### src/rtl/mux4_rr_arbiter.sv
// Round-robin arbiter and sequencer for a shared 4:1 output multiplexer.
// One requester owns the output path at a time. Its tenure is capped at
// MAX_HOLD consecutive cycles while anyone else is waiting. The selected
// data is registered onto z one cycle behind the grant.
//
// Handshake: req[i] is a level request sampled at every rising edge.
// gnt[i] is the registered answer and stays high for as long as requester i
// owns the path. A requester that drops req loses the grant at the next edge.
module mux4_rr_arbiter #(
    parameter int WIDTH    = 1,
    parameter int MAX_HOLD = 4
) (
    input  logic             clk,
    input  logic             rst_n,
    input  logic [3:0]       req,
    input  logic [WIDTH-1:0] d0,
    input  logic [WIDTH-1:0] d1,
    input  logic [WIDTH-1:0] d2,
    input  logic [WIDTH-1:0] d3,
    output logic [3:0]       gnt,
    output logic [1:0]       sel,
    output logic             busy,
    output logic [WIDTH-1:0] z
);

    localparam logic [0:0] IDLE  = 1'b0;
    localparam logic [0:0] GRANT = 1'b1;

    localparam logic [3:0] MAX_CNT = 4'(MAX_HOLD);

    // FSM state; kept as a named signal so checkers can bind to it
    logic [0:0] state;
    logic [0:0] state_nxt;

    logic [3:0] hold_cnt;
    logic [3:0] hold_nxt;
    logic [1:0] last_ptr;
    logic [1:0] last_nxt;
    logic [3:0] gnt_nxt;
    logic [1:0] sel_nxt;
    logic       busy_nxt;

    logic [3:0] owner_mask;
    logic [3:0] others;
    logic [2:0] pick_all;
    logic [2:0] pick_oth;
    logic       rel_a;
    logic       rel_b;
    logic [WIDTH-1:0] d_sel;

    // Returns {found, index}. Searches ptr+1, ptr+2, ptr+3, ptr+4 (mod 4).
    // The loop runs from the farthest slot down to the nearest one, so the
    // nearest set bit overwrites the result last and wins.
    function automatic logic [2:0] rr_pick(input logic [3:0] r, input logic [1:0] ptr);
        logic [1:0] idx;
        rr_pick = 3'b000;
        for (int k = 4; k >= 1; k--) begin
            idx = ptr + 2'(k);
            if (r[idx]) begin
                rr_pick = {1'b1, idx};
            end
        end
    endfunction

    assign owner_mask = 4'b0001 << sel;
    assign others     = req & ~owner_mask;
    assign pick_all   = rr_pick(req, last_ptr);
    // In GRANT, last_ptr equals the owner, so this search starts just past it
    assign pick_oth   = rr_pick(others, last_ptr);
    assign rel_a      = ~req[sel];
    assign rel_b      = (hold_cnt == MAX_CNT) && (others != 4'b0000);

    // Next-state and next-grant decision
    always_comb begin
        state_nxt = state;
        gnt_nxt   = gnt;
        sel_nxt   = sel;
        busy_nxt  = busy;
        last_nxt  = last_ptr;
        hold_nxt  = hold_cnt;
        case (state)
            IDLE: begin
                gnt_nxt  = 4'b0000;
                busy_nxt = 1'b0;
                if (pick_all[2]) begin
                    state_nxt = GRANT;
                    gnt_nxt   = 4'b0001 << pick_all[1:0];
                    sel_nxt   = pick_all[1:0];
                    busy_nxt  = 1'b1;
                    last_nxt  = pick_all[1:0];
                    hold_nxt  = 4'd1;
                end
            end
            GRANT: begin
                if (rel_a || rel_b) begin
                    if (pick_oth[2]) begin
                        // Hand over directly, without an idle bubble
                        gnt_nxt  = 4'b0001 << pick_oth[1:0];
                        sel_nxt  = pick_oth[1:0];
                        last_nxt = pick_oth[1:0];
                        hold_nxt = 4'd1;
                    end else begin
                        // Nobody else is waiting; sel keeps its last value
                        state_nxt = IDLE;
                        gnt_nxt   = 4'b0000;
                        busy_nxt  = 1'b0;
                        hold_nxt  = 4'd0;
                    end
                end else if (hold_cnt != MAX_CNT) begin
                    hold_nxt = hold_cnt + 4'd1;
                end
            end
            default: begin
                state_nxt = IDLE;
                gnt_nxt   = 4'b0000;
                busy_nxt  = 1'b0;
                hold_nxt  = 4'd0;
            end
        endcase
    end

    // Data mux driven by the current (pre-edge) select
    always_comb begin
        d_sel = d0;
        case (sel)
            2'd0: d_sel = d0;
            2'd1: d_sel = d1;
            2'd2: d_sel = d2;
            2'd3: d_sel = d3;
            default: d_sel = d0;
        endcase
    end

    // State, grant and datapath registers; reset dominates everything
    always_ff @(posedge clk) begin
        if (!rst_n) begin
            state    <= IDLE;
            gnt      <= 4'b0000;
            sel      <= 2'b00;
            busy     <= 1'b0;
            z        <= '0;
            hold_cnt <= 4'd0;
            last_ptr <= 2'd3;
        end else begin
            state    <= state_nxt;
            gnt      <= gnt_nxt;
            sel      <= sel_nxt;
            busy     <= busy_nxt;
            hold_cnt <= hold_nxt;
            last_ptr <= last_nxt;
            z        <= busy ? d_sel : '0;
        end
    end

endmodule
### config.mk
export PLATFORM = sky130hd
export DESIGN_NAME = mux4_rr_arbiter
export DESIGN_NICKNAME = d
export VERILOG_FILES = /design/src/rtl/mux4_rr_arbiter.sv
export SDC_FILE = /design/constraint.sdc
export NUM_CORES = 1
export LEC_CHECK = 0
export CORE_MARGIN = 5
export CORE_UTILIZATION = 30
export DETAILED_ROUTE_END_ITERATION = 16
export PLACE_DENSITY = 0.5
export SYNTH_ARGS = -nofsm -noshare
export SYNTH_HDL_FRONTEND = slang
export SYNTH_SLANG_ARGS = --single-unit
### constraint.sdc
create_clock -name clk -period 1.9 [get_ports clk]
set_input_delay 0.38 -clock clk [delete_from_list [all_inputs] [get_ports clk]]
set_output_delay 0.38 -clock clk [all_outputs]
set_load 0.05 [all_outputs]
### Word level (Yosys, flattened, before mapping)

Index checks and enable logic that the tools add are counted.

* register bits after elaboration: 15

* add/subtract/negate cells: 4
* order comparisons: 5
* eq/ne operators: 10
* shifts and indexed selects: 3
* muxes and demuxes: 47
* bitwise logic cells: 4
* reductions and logical operators: 8

Operators by type and width (number)
* 2-to-1 mux 3 bit: 8
* 2-to-1 mux 4 bit: 6
* binary-select mux 1 bit (select 2 bit): 9
* one-hot mux 4 bit (2 select lines): 2
* less-than comparator 2 x 3 -> 1 bit (second input constant): 5
* 2-to-1 mux 1 bit: 15
* << shifter 1 x 2 -> 4 bit (first input constant): 3
* 2-to-1 mux 2 bit: 3
* AND reduction 2 bit: 3
* adder 2 bit (second input constant): 2
* adder 4 x 1 -> 4 bit (second input constant): 1
* bitwise AND 4 bit: 1
* equality test 2 bit (second input constant): 2
* equality test 4 x 3 -> 1 bit (second input constant): 1
* != test 2 x 1 -> 1 bit (second input constant): 2
* != test 2 bit (second input constant): 2
* != test 4 x 3 -> 1 bit (second input constant): 1
* NOT 4 bit: 1
* one-hot mux 1 bit (2 select lines): 2
* one-hot mux 1 bit (4 select lines): 1
* one-hot mux 2 bit (2 select lines): 1
* nonzero test 4 bit: 1
* != test 3 x 1 -> 1 bit (second input constant): 1
* AND reduction 3 bit: 1
* 6 further kinds: 7

### Logic depth before layout (Yosys ltp)

* word-level depth: 13
* gate-level depth with buffers: 8
* mapped depth without buffers: 7

### Least setup slack after synthesis

Ideal clock, no wire load.

* kind: flip-flop to flip-flop
* from: register sel[0]
* to: register sel[0]
* setup time: 0.123 ns
* data arrival time: 1.992 ns
* data required time: 1.777 ns
* slack: -0.215 ns
* stages on the path, launching flop included: 6
* buffers on the path: 0
* cells stage by stage: dfxtp_1 -> mux4_1 -> nand2_1 -> a31oi_1 -> a221oi_1 -> nor2b_1

* longest elaborated chain between the ends: 12

RTL lines
* start: declaration: line 21 `output logic [1:0] sel,`
* start signal: assignment: line 147 `sel <= sel_nxt;`
* << shifter 1 x 2 -> 4 bit: line 65 `assign owner_mask = 4'b0001 << sel;`
* NOT 4 bit: line 66 `assign others = req & ~owner_mask;`
* bitwise AND 4 bit: line 66
* binary-select mux 1 bit (select 2 bit): line 59 `if (r[idx]) begin`
* 2-to-1 mux 1 bit (implied by the code): line 59
* 2-to-1 mux 3 bit (4 in series): line 59
* 2-to-1 mux 2 bit: line 96 `if (pick_oth[2]) begin`
* 2-to-1 mux 2 bit: line 95 `if (rel_a || rel_b) begin`
* one-hot mux 2 bit (2 select lines): line 81 `case (state)`

Several ways; a longest one is shown, not always the timed one. The select of a mux whose other input is x is not followed.
A chain may end at the register's enable or synchronous reset.

### Worst setup path in the final report

Ends and elaborated chain as after synthesis.

==> metrics.md <==
| Metric | Value |
|---|---|
| Result of the run | finished clean |
| Half-perimeter wire length after detailed placement | 2.59 mm |
| Clock edge transition at the registers on the reported setup and hold paths | 0.07 ns |
| Category of the worst setup path capture point | flip-flop |
| Cells on worst reg2reg path | 8 |
| Beginning of the worst register-to-register path | sel[0]$_SDFFE_PN0P_ |
| Fraction of layout instances using a drive strength above 1 | 0.301 |
| Final min period | 1.80 ns |
| Max-slew violation count | 0 |
| Share of Yosys cell area claimed by the top area cell type | 0.253 |
| Top FF cell, synth | sky130_fd_sc_hd__dfxtp_1 |
| Initial DRC count | 60 |
| Total power density per cell area | 785 mW/mm² |
| Wirelength, routed | 3.31 mm |
| Hold Path End | z$_SDFF_PN0_ |
| Clock tree from TritonCTS | done |
| Maximum number of pins on one net before global-route repair | 15 |
| RSZ-0062 raised after global routing | no |
| Remaining design rule violation count | 0 |
| Number of buffers added by the clock tree synthesis step | 3 |
| Vias after detailed routing | 1247 |
| Clock latency of the later-clocked register in the worst-skew pair | 0.25 ns |
| Floorplan die width | 72.9 µm |
| FF+latch count, synth | 15 |
| Worst hold slack | 0.466 ns |
| Count of hold buffers inserted by post-cts repair | 0 |
| Number of vias per cell after detailed routing | 5.33 |
| FILL cells | 398 |
| Worst hold start | busy$_SDFFE_PN0P_ |
| Required time at the worst-slack endpoint | 2.04 ns |
| Max-slew headroom at the worst pin | 0.674 |
| Crit path buffers/inverters | 2 |
| Hold depth | 2 |
| Area of the die | 0.00531 mm² |
| Fraction of registers with async set/reset | 0 |
| Worst-path maximum fanout | 6 |
| Fmax achieved | 556 MHz |
| Number of sinks on the clock net | 15 |
| Startpoint type of the worst setup path | flip-flop |
| Register-to-register path setup slack | 0.10 ns |
| Global placer's final weighted congestion | 0.908 |
| GRT Resource Usage Total | 0.125 |
| Post-synthesis area per instance | 8.12 µm² |
| Area of the core | 0.00374 mm² |
| Initial antenna violation count | 0 |
| CTS root buffer | sky130_fd_sc_hd__clkbuf_8 |
| NumNets Final | 199 |
| Global route total overflow | 0 |
| Final clock period utilization by the worst path | 0.947 |
| Number of nets produced by synthesis | 158 |
| Area leader, netlist | sky130_fd_sc_hd__dfxtp_1 |
| Max-cap violation count | 0 |
| Worst Max-Slew Pin Slew | 0.487 ns |
| Worst-case clock skew | 0.00565 ns |
| Routed wire length on met2 | 1.55 mm |
| Global-route wire length before repair | 5.44 mm |
| Clock network fraction of design power | 0.211 |
| Number of I/O port buffers | 17 |
| Critical-path cell list | buf_4, xor2_1, a221oi_1, buf_4, a21boi_2, o22a_2, a221oi_1, nor2b_1 |
| Synth Cell Area | 0.00119 mm² |
| Max rail drop VDD | 0.000368 V |
| Share of the yosys chip area belonging to registers | 0.253 |
| Number of warnings issued by yosys | 0 |
| Diode insertion count for antenna repair | 0 |
| Height of the chip | 72.9 µm |
| Cell types occupying the most area after synthesis | sky130_fd_sc_hd__dfxtp_1, sky130_fd_sc_hd__a21oi_1, sky130_fd_sc_hd__mux2i_1 |
| Routed length on met3 | 193 µm |
| Final setup violation count | 0 |
| Layout Area Growth over Synthesis | 35.1% |
| Top routing layer in use | met3 |
| Final-layout setup total negative slack | 0 ns |
| Setup CP Type | reg -> reg |
| First-pass DRT Iterations | 4 |
| Vias in the first global route | 1146 |
| Post-synthesis cell count | 146 |
| Top-level port count | 18 |
| Buffer depth of the longest clock path | 2 |
| Top cell family by delay on the critical path | compound AO/OA/AOI/OAI gates |
| Fin util | 0.428 |
| Data arrival time of the worst path | 1.94 ns |
| Endpoint of the most critical register-to-register path | sel[0]$_SDFFE_PN0P_ |
| Combinational Power Share | 0.475 |
| Met1 wire length | 1.57 mm |
| Max incr delay on CP | 0.33 ns |
| Routed WL per cell | 14.1 µm |
| Number of different library cells in the post-synthesis netlist | 55 |
| Initial standard-cell utilization of the core | 0.317 |
| Number of standard-cell rows in the floorplan | 22 |
| Final count of hold timing violations | 0 |
| Share of total power consumed by net switching | 0.389 |
| Final ANT Viol Nets | 0 |
| Number of enable flip-flop cells after synthesis | 0 |
| Sequential Power Share | 0.315 |
| Static leakage | 0.674 nW |
| Standard cell with the maximum stage delay on the critical path | sky130_fd_sc_hd__dfxtp_2 |
| H-Tree Level Count | 1 |
| Pint | 0.768 mW |
| Net Switching | 0.490 mW |
| Worst hold path class | reg -> reg |
## layout by cell type, fill, tap and decap left out, types with 2 or more instances in the layout
master	count
sky130_fd_sc_hd__o21ai_0	8
sky130_fd_sc_hd__mux2i_1	5
sky130_fd_sc_hd__a221o_1	2
sky130_fd_sc_hd__dfxtp_2	3
sky130_fd_sc_hd__o21a_1	4
sky130_fd_sc_hd__buf_4	35
sky130_fd_sc_hd__a221oi_1	3
sky130_fd_sc_hd__o221ai_1	2
sky130_fd_sc_hd__ha_1	2
sky130_fd_sc_hd__nor3_1	3
sky130_fd_sc_hd__clkbuf_8	3
sky130_fd_sc_hd__a32oi_1	3
sky130_fd_sc_hd__nand2_1	10
sky130_fd_sc_hd__dfxtp_1	12
sky130_fd_sc_hd__dlygate4sd2_1	4
sky130_fd_sc_hd__nand3_1	3
sky130_fd_sc_hd__inv_1	9
sky130_fd_sc_hd__nand2b_1	3
sky130_fd_sc_hd__o22ai_1	5
sky130_fd_sc_hd__nor2b_1	7
sky130_fd_sc_hd__nor2_1	9
sky130_fd_sc_hd__clkdlybuf4s50_1	6
sky130_fd_sc_hd__a21oi_1	10
## how the worst max path moves through the flow
stage,startpoint,end,cells after the start
3_5_place_dp,req[1],gnt[2]$_SDFFE_PN0P_,7
2_1_floorplan,sel[0]$_SDFFE_PN0P_,sel[0]$_SDFFE_PN0P_,5
5_1_grt,sel[0]$_SDFFE_PN0P_,hold_cnt[2]$_SDFFE_PN0P_,7
6_report,sel[0]$_SDFFE_PN0P_,sel[0]$_SDFFE_PN0P_,8
4_1_cts,last_ptr[0]$_SDFFE_PN1P_,gnt[0]$_SDFFE_PN0P_,6
3_3_place_gp,req[1],gnt[0]$_SDFFE_PN0P_,7
## registers in the layout, indices dropped and copies added, names as in the netlist
signal,count
z,1
gnt,4
hold_cnt,4
last_ptr,2
sel,2
busy,1
state,1
## metrics by stage
step                      total power [mW]  instances  setup slack, ns  area, µm²
after floorplan                      0.795        146          0.00389       1190
final                                 1.26        234            0.101       1600
after global placement               0.986        230           -0.368       1550
after detailed placement             0.991        230           -0.354       1550
after global routing                  1.33        234          0.00150       1600
after CTS                             1.26        234           0.0246       1590
## layout make-up
type,instances,area (µm²),area share
Multi-Input combinational cell,112,798,0.498
Timing Repair Buffer,45,358,0.223
Sequential cell,15,304,0.190
Tap cell,48,60.1,0.0375
Clock buffer,4,45.0,0.0281
Inverter,10,37.5,0.0234
## synthesized netlist by cell type, drive strengths merged (2+ instances only)
cell	n
a21boi	2
a21oi	10
a221o	2
a221oi	4
a32oi	3
and2	2
and3	2
buf	5
clkbuf	4
dfxtp	15
ha	2
inv	10
mux2i	5
nand2	10
nand2b	3
nand3	3
nor2	10
nor2b	7
nor3	3
o21a	5
o21ai	10
o221ai	2
o22ai	6
o31ai	2
## worst min-delay path: stages, from the launching register on
cell                      delay (ns)
sky130_fd_sc_hd__dfxtp_1        0.32
sky130_fd_sc_hd__nand3_1        0.07
sky130_fd_sc_hd__a21oi_1        0.04
## what timing repair did
item                       CTS  global route
setup buffers                0             0
resized for setup            5             4
setup endpoints to repair   11             8
pin swaps                    2             1
## cells by family (layout without fill, tap and decap cells)
kind of cell,Yosys count,after routing,synth area share
buffers and inverters,19,59,0.0802
XOR/XNOR,2,2,0.0148
flip-flops,15,15,0.253
multiplexers,7,7,0.0738
adder cells (fa/ha/maj),3,3,0.0295
AO/OA/AOI/OAI,55,55,0.348
AND/OR/NAND/NOR,45,45,0.200
## layer usage
metal  GRT usage  up-vias
li1            -      632
met1       0.183      587
met2       0.189       28
met3      0.0344        0
met5           0        -
met4     0.00615        0
## power groups by stage
| stage | combinational (mW) | clock [mW] | sequential (mW) |
|---|---|---|---|
| 2_1_floorplan | 0.337 | 0 | 0.458 |
| 3_3_place_gp | 0.584 | 0 | 0.402 |
| 3_5_place_dp | 0.591 | 0 | 0.400 |
| 4_1_cts | 0.591 | 0.272 | 0.394 |
| 5_1_grt | 0.646 | 0.285 | 0.401 |
| 6_report | 0.597 | 0.265 | 0.395 |
No activity file was read; power rests on OpenSTA's default activity.
